<file path="src/rtl/if_pkg.sv">
// Shared types and constants for the instruction-fetch front end.
//   fetch_state_t : fetch sequencer states (IDLE/REQ/WAIT/DROP)
//   fetch_entry_t : one fetch-buffer entry, {pc, instr}
//   PC_INCR       : byte distance between consecutive instruction words
//   word_align    : clears the byte-offset bits of an address
package if_pkg;

  typedef enum logic [1:0] {
    IDLE = 2'd0,
    REQ  = 2'd1,
    WAIT = 2'd2,
    DROP = 2'd3
  } fetch_state_t;

  typedef struct packed {
    logic [31:0] pc;
    logic [31:0] instr;
  } fetch_entry_t;

  localparam logic [31:0] PC_INCR = 32'd4;

  function automatic logic [31:0] word_align(input logic [31:0] addr);
    return addr & ~32'h0000_0003;
  endfunction

endpackage

</file>
<file path="src/rtl/if_fetch_fifo.sv">
// Fetch buffer: synchronous FIFO of fetch_entry_t.
// Ports:
//   clk, rst      clock, asynchronous active-high reset
//   push, pop     write / read strobes (ignored when full / empty)
//   flush         empties the FIFO; has priority over push and pop
//   push_data     entry to write
//   head          entry at the read pointer (register-sourced, no comb
//                 path from push_data)
//   full, empty   occupancy flags
//   count         current occupancy
// DEPTH must be a power of two (2 or 4) so the pointers wrap naturally.
module if_fetch_fifo
  import if_pkg::*;
#(
  parameter  int DEPTH = 2,
  localparam int CW    = $clog2(DEPTH + 1)
) (
  input  logic          clk,
  input  logic          rst,
  input  logic          push,
  input  logic          pop,
  input  logic          flush,
  input  fetch_entry_t  push_data,
  output fetch_entry_t  head,
  output logic          full,
  output logic          empty,
  output logic [CW-1:0] count
);

  localparam int PW = $clog2(DEPTH);

  fetch_entry_t  mem [DEPTH];
  logic [PW-1:0] wr_ptr;
  logic [PW-1:0] rd_ptr;
  logic          do_push;
  logic          do_pop;

  assign full    = (count == CW'(DEPTH));
  assign empty   = (count == '0);
  assign do_push = push & ~full & ~flush;
  assign do_pop  = pop & ~empty & ~flush;
  assign head    = mem[rd_ptr];

  always_ff @(posedge clk or posedge rst) begin
    if (rst) begin
      wr_ptr <= '0;
      rd_ptr <= '0;
      count  <= '0;
    end else if (flush) begin
      wr_ptr <= '0;
      rd_ptr <= '0;
      count  <= '0;
    end else begin
      if (do_push) wr_ptr <= wr_ptr + PW'(1);
      if (do_pop)  rd_ptr <= rd_ptr + PW'(1);
      case ({do_push, do_pop})
        2'b10:   count <= count + CW'(1);
        2'b01:   count <= count - CW'(1);
        default: count <= count;
      endcase
    end
  end

  // Storage needs no reset: entries are only visible through count.
  always_ff @(posedge clk) begin
    if (do_push) mem[wr_ptr] <= push_data;
  end

endmodule

</file>
<file path="src/rtl/if_fetch_unit.sv">
// Instruction-fetch front end. Owns the program counter, issues word reads
// over a req/gnt/rvalid handshake (one request outstanding at most),
// buffers {pc, instr} pairs and hands them to decode over valid/ready.
// Redirects from EX flush buffered and in-flight work.
// Ports:
//   clk, rst                      clock, asynchronous active-high reset
//   imem_req/addr                 read request and word address
//   imem_gnt/rvalid/rdata         memory accept, read data valid, data
//   redirect_valid/pc             taken branch/jump and its target
//   id_valid/instr/pc, id_ready   fetch-buffer head to decode
//   fetch_pc                      address of next request to be issued
// Optional build macro IF_PERF_CNT_EN adds perf_fetch_cnt (FIFO pushes) and
// perf_stall_cnt (cycles with id_valid & ~id_ready); both wrap at 2^32 and
// ignore redirects.
//
// state | meaning
// ------+-----------------------------------------------------------
// IDLE  | no request pending; waiting for buffer space
// REQ   | imem_req high with imem_addr = fetch_pc, waiting for gnt
// WAIT  | request granted; rdata will be pushed on rvalid
// DROP  | request granted before a redirect; rdata discarded on rvalid
module if_fetch_unit
  import if_pkg::*;
#(
  parameter logic [31:0] RESET_PC   = 32'h0000_0000,
  parameter int          FIFO_DEPTH = 2
) (
  input  logic        clk,
  input  logic        rst,
  output logic        imem_req,
  output logic [31:0] imem_addr,
  input  logic        imem_gnt,
  input  logic        imem_rvalid,
  input  logic [31:0] imem_rdata,
  input  logic        redirect_valid,
  input  logic [31:0] redirect_pc,
  output logic        id_valid,
  output logic [31:0] id_instr,
  output logic [31:0] id_pc,
  input  logic        id_ready,
  output logic [31:0] fetch_pc
`ifdef IF_PERF_CNT_EN
  ,
  output logic [31:0] perf_fetch_cnt,
  output logic [31:0] perf_stall_cnt
`endif
);

  localparam int              CW       = $clog2(FIFO_DEPTH + 1);
  localparam logic [CW-1:0]   DEPTH_M1 = CW'(FIFO_DEPTH - 1);

  fetch_state_t  state_q, state_d;
  logic [31:0]   pc_q, pc_d;
  logic [31:0]   tag_q, tag_d;

  logic          fifo_push;
  logic          fifo_pop;
  logic          fifo_flush;
  logic          fifo_full;
  logic          fifo_empty;
  logic [CW-1:0] fifo_count;
  fetch_entry_t  push_entry;
  fetch_entry_t  head_entry;
  logic          space_after_push;

  assign id_valid  = ~fifo_empty;
  assign fifo_pop  = id_valid & id_ready;
  assign id_pc     = head_entry.pc;
  assign id_instr  = head_entry.instr;
  assign imem_addr = pc_q;
  assign fetch_pc  = pc_q;

  assign push_entry.pc    = tag_q;
  assign push_entry.instr = imem_rdata;

  // After this cycle's push, is there still a free slot? A simultaneous pop
  // frees one, so the next request can be issued without a bubble.
  assign space_after_push = fifo_pop | (fifo_count < DEPTH_M1);

  always_ff @(posedge clk or posedge rst) begin
    if (rst) begin
      state_q <= IDLE;
      pc_q    <= RESET_PC;
      tag_q   <= RESET_PC;
    end else begin
      state_q <= state_d;
      pc_q    <= pc_d;
      tag_q   <= tag_d;
    end
  end

  always_comb begin
    state_d    = state_q;
    pc_d       = pc_q;
    tag_d      = tag_q;
    imem_req   = 1'b0;
    fifo_push  = 1'b0;
    fifo_flush = 1'b0;

    unique case (state_q)
      IDLE: begin
        // Nothing outstanding here, so space means simply "not full".
        if (!fifo_full) state_d = REQ;
      end
      REQ: begin
        imem_req = 1'b1;
        if (imem_gnt) begin
          tag_d   = pc_q;
          pc_d    = pc_q + PC_INCR;
          state_d = WAIT;
        end
      end
      WAIT: begin
        if (imem_rvalid) begin
          fifo_push = 1'b1;
          state_d   = space_after_push ? REQ : IDLE;
        end
      end
      DROP: begin
        if (imem_rvalid) state_d = REQ;
      end
      default: state_d = IDLE;
    endcase

    if (redirect_valid) begin
      pc_d      = word_align(redirect_pc);
      fifo_push = 1'b0;
      unique case (state_q)
        // Already waiting out a stale response: only the target moves.
        DROP: ;
        // If the response lands in the redirect cycle itself, nothing is
        // left in flight, so there is nothing to drop.
        WAIT: begin
          fifo_flush = 1'b1;
          state_d    = imem_rvalid ? REQ : DROP;
        end
        REQ: begin
          fifo_flush = 1'b1;
          state_d    = imem_gnt ? DROP : REQ;
        end
        default: begin
          fifo_flush = 1'b1;
          state_d    = REQ;
        end
      endcase
    end
  end

  if_fetch_fifo #(
    .DEPTH (FIFO_DEPTH)
  ) u_fifo (
    .clk       (clk),
    .rst       (rst),
    .push      (fifo_push),
    .pop       (fifo_pop),
    .flush     (fifo_flush),
    .push_data (push_entry),
    .head      (head_entry),
    .full      (fifo_full),
    .empty     (fifo_empty),
    .count     (fifo_count)
  );

`ifdef IF_PERF_CNT_EN
  always_ff @(posedge clk or posedge rst) begin
    if (rst) begin
      perf_fetch_cnt <= '0;
      perf_stall_cnt <= '0;
    end else begin
      if (fifo_push)             perf_fetch_cnt <= perf_fetch_cnt + 32'd1;
      if (id_valid && !id_ready) perf_stall_cnt <= perf_stall_cnt + 32'd1;
    end
  end
`else
  // Performance counters are not built in this configuration.
`endif

endmodule

</file>
<file path="config.mk">
export PLATFORM = sky130hd
export DESIGN_NAME = if_fetch_unit
export DESIGN_NICKNAME = d
export VERILOG_FILES = /design/src/rtl/if_pkg.sv /design/src/rtl/if_fetch_fifo.sv /design/src/rtl/if_fetch_unit.sv
export SDC_FILE = /design/constraint.sdc
export NUM_CORES = 1
export LEC_CHECK = 0
export BUFFER_PORTS_ARGS = -buffer_cell sky130_fd_sc_hd__buf_2
export CAP_MARGIN = 0
export CORE_MARGIN = 1
export CORE_UTILIZATION = 55
export CTS_BUF_LIST = sky130_fd_sc_hd__clkbuf_4
export CTS_CLUSTER_DIAMETER = 60
export CTS_CLUSTER_SIZE = 24
export DETAILED_ROUTE_END_ITERATION = 7
export PLACE_DENSITY = 0.82
export SLEW_MARGIN = 15
export SYNTH_ARGS = -nofsm -noshare
export SYNTH_HDL_FRONTEND = slang
export SYNTH_HIERARCHICAL = 1
export SYNTH_SLANG_ARGS = --single-unit
export TNS_END_PERCENT = 50
</file>
<file path="constraint.sdc">
create_clock -name clk -period 7.3 [get_ports clk]
set_input_delay 1.095 -clock clk [delete_from_list [all_inputs] [get_ports clk]]
set_output_delay 1.095 -clock clk [all_outputs]
set_load 0.005 [all_outputs]
</file>
==> impl_metrics.json <==
{
  "status": "finished clean",
  "antenna_left": 0,
  "cts_tree": "built",
  "busiest_layer": "met2",
  "gp_congestion": 0.755,
  "routed_wl_mm": 15.5,
  "powerDensity_mw_per_mm2": 251,
  "yosysUniqueCellTypes": 43,
  "coreArea_sq_mm": 0.0145,
  "ys_warn_count": 6,
  "drive_above_1_share_pct": 47.2,
  "syn-cell-area_sq_mm": 0.00811,
  "start_util_pct": 56.0,
  "cp_max_fo": 52,
  "period_share_pct": 47.9,
  "grtUsageMet1_pct": 25.8,
  "skew_ns": 0.0200,
  "finalWorstPathRequiredPeriod_ns": 3.50,
  "ir_drop_v": 0.000140,
  "postCtsSetupBuffers": 0,
  "cts_hold_buffers": 0,
  "gr-usage-met3_pct": 5.44,
  "p_int_w": 0.00173,
  "critPathKind": "reg -> out",
  "pre_cts_ws_ns": 4.03,
  "hold_class": "in -> async",
  "fmax_mhz": 286,
  "cp_data_arrival_time_ns": 2.40,
  "combPwrFrac_pct": 15.0,
  "synthTopCellsByArea": "edfxtp_1, dfrtp_1, mux2_2",
  "antenna_found_initial": 0,
  "vias_per_cell": 5.39,
  "power_frac_clock_pct": 23.5,
  "place_hpwl_mm": 10.5,
  "die_area_sq_mm": 0.0152,
  "drv_slew": 0,
  "drt-wirelength-per-cell_um": 17.1,
  "postSynthCellCount": 540,
  "rsz0062_at_grt": "no",
  "h-tree-depth": 4,
  "cts_resized": 0,
  "worstPathRequired_ns": 6.20,
  "setup_slack_ns": 3.80,
  "synth_area_leader_cell": "edfxtp_1",
  "max-cap-violations": 0,
  "clk_latency_ns": 0.55,
  "leakage_nw": 3.78,
  "fp.dieH_um": 123,
  "grt_first_pass_wirelength_mm": 23.5,
  "seqPwrFrac_pct": 61.5,
  "use_met2_pct": 34.8,
  "syn_to_final_growth_pct": 15.3,
  "hold_viol": 0,
  "switching_power_w": 0.000616,
  "drt_iter0_drc": 364,
  "grt_max_degree": 63,
  "die_width_um": 123,
  "ys_seq_elements": 194,
  "synth_seq_area_share_pct": 67.7,
  "cts-root-buf": "clkbuf_4",
  "grt_pass1_vias": 4791,
  "synth_top_area_share_pct": 47.4,
  "overflow": 0,
  "final_nets": 790,
  "clkTransAtPathRegs_ns": 0.15,
  "drtPass1Iterations": 5,
  "avgSynthCellArea_sq_um": 15.0,
  "crit_path_end_kind": "primary output",
  "ios": 200,
  "fillers": 1081,
  "tightestPinTransition_ns": 0.978,
  "setup_viol_count_final": 0,
  "clock_sinks": 194,
  "swShare_pct": 26.2,
  "port_buffers": 193,
  "numCtsBuffers": 17,
  "num_vias": 4907,
  "setup_tns_ns": 0,
  "rows": 44,
  "globalRouteTotalUtil_pct": 20.8,
  "clockBufferDepth": 2,
  "worstSetupStartpointType": "flop",
  "slew-limit-headroom_pct": 34.8,
  "antenna_cells": 0,
  "drc": 0
}
layout make-up:
type | count | area (sq um) | share of cell area (%)
sequential | 194 | 5500 | 58.8
clock inverter | 13 | 134 | 1.43
tap | 184 | 230 | 2.46
inverter | 11 | 41.3 | 0.441
timing repair buffer | 200 | 1020 | 10.9
multi-input combinational | 290 | 2290 | 24.5
clock buffer | 19 | 143 | 1.53
power groups by stage:
stage	registers, W	logic, W	clock network (W)
floorplan	0.00144	0.000260	0
global placement	0.00145	0.000332	0
detailed placement	0.00147	0.000355	0
CTS	0.00144	0.000356	0.000569
global route	0.00146	0.000392	0.000609
finish	0.00144	0.000353	0.000552
flip-flops by register name, summed over array words and instances (netlist names):
name,flops
u_fifo/mem,128
state_q,2
u_fifo/count,2
u_fifo/rd_ptr,1
fetch_pc,30
u_fifo/wr_ptr,1
tag_q,30
stage by stage:
step	hold WS [ns]	instance area [sq um]	std cells	utilization [%]	total power, W
floorplan	0.437	8140	547	-	0.00170
global placement	0.443	9070	879	62.6	0.00178
detailed placement	0.454	9070	879	62.6	0.00182
CTS	0.387	9340	911	64.5	0.00237
global route	0.387	9350	911	64.6	0.00246
finish	0.438	9350	911	64.6	0.00235
layer usage:
layer  vias to the layer above  routed length (um)
met5                         -                   0
met4                         0                 241
met3                        21                 934
met2                       171                7780
met1                      2450                6580
li1                       2265                   -
worst max-delay path, cell delays in order, from the launching register on:
cell	delay (ns)
dfrtp_2	0.61
buf_4	0.69
mux2_2	0.42
buf_2	0.13
cells in the mapped netlist, drive strengths merged:
cell	instances
ha	6
xnor2	11
nor3b	2
inv	11
and4	1
a21oi	5
and3	1
and2	5
o211ai	1
nor4	3
nor2	14
edfxtp	128
dfrtp	66
a21o	1
xor2	18
conb	1
nor3	1
nand4	12
mux2	96
nor2b	3
nand3	10
o31ai	1
o32ai	1
or4	1
nand2	46
buf	43
or3	1
clkbuf	9
nand3b	1
mux2i	2
or2	2
o21ai	33
a22oi	2
nand2b	2
cells in the final DEF, fill, tap and decap left out, types with 9 or more instances in the layout:
cell,Yosys,final
nor2_1,14,14
inv_1,10,9
nand2_1,46,46
nand4_1,9,9
dfrtp_1,66,65
mux2_2,96,96
buf_2,7,193
xor2_1,18,18
nand3_1,9,9
clkbuf_4,0,19
o21ai_0,33,33
edfxtp_1,128,128
xnor2_1,11,11
cells by family after synthesis:
kind of cell / Yosys count / share of synthesized area, %
other cells: 1 / 0.0462
xor+xnor: 29 / 3.13
mux: 98 / 13.6
compound gates: 44 / 2.93
simple gates: 105 / 7.06
buf+inv: 63 / 4.60
flops: 194 / 67.7
fa+ha+maj: 6 / 0.925
worst paths after layout:
path | cells past startpoint | to | slack [ns] | start
min in group clk | 0 | u_fifo/mem[1][52] | 0.48 | tag_q[20]
max in group asynchronous | 3 | tag_q[3] | 5.77 | rst
worst min register to register | 0 | u_fifo/mem[1][52] | 0.48 | tag_q[20]
worst min-delay path | 2 | u_fifo/count[0] | 0.44 | rst
worst max register to register | 7 | fetch_pc[31] | 4.67 | state_q[1]
worst max-delay path | 3 | id_pc[10] | 3.80 | u_fifo/rd_ptr
No activity file was read; power rests on OpenSTA's default activity.
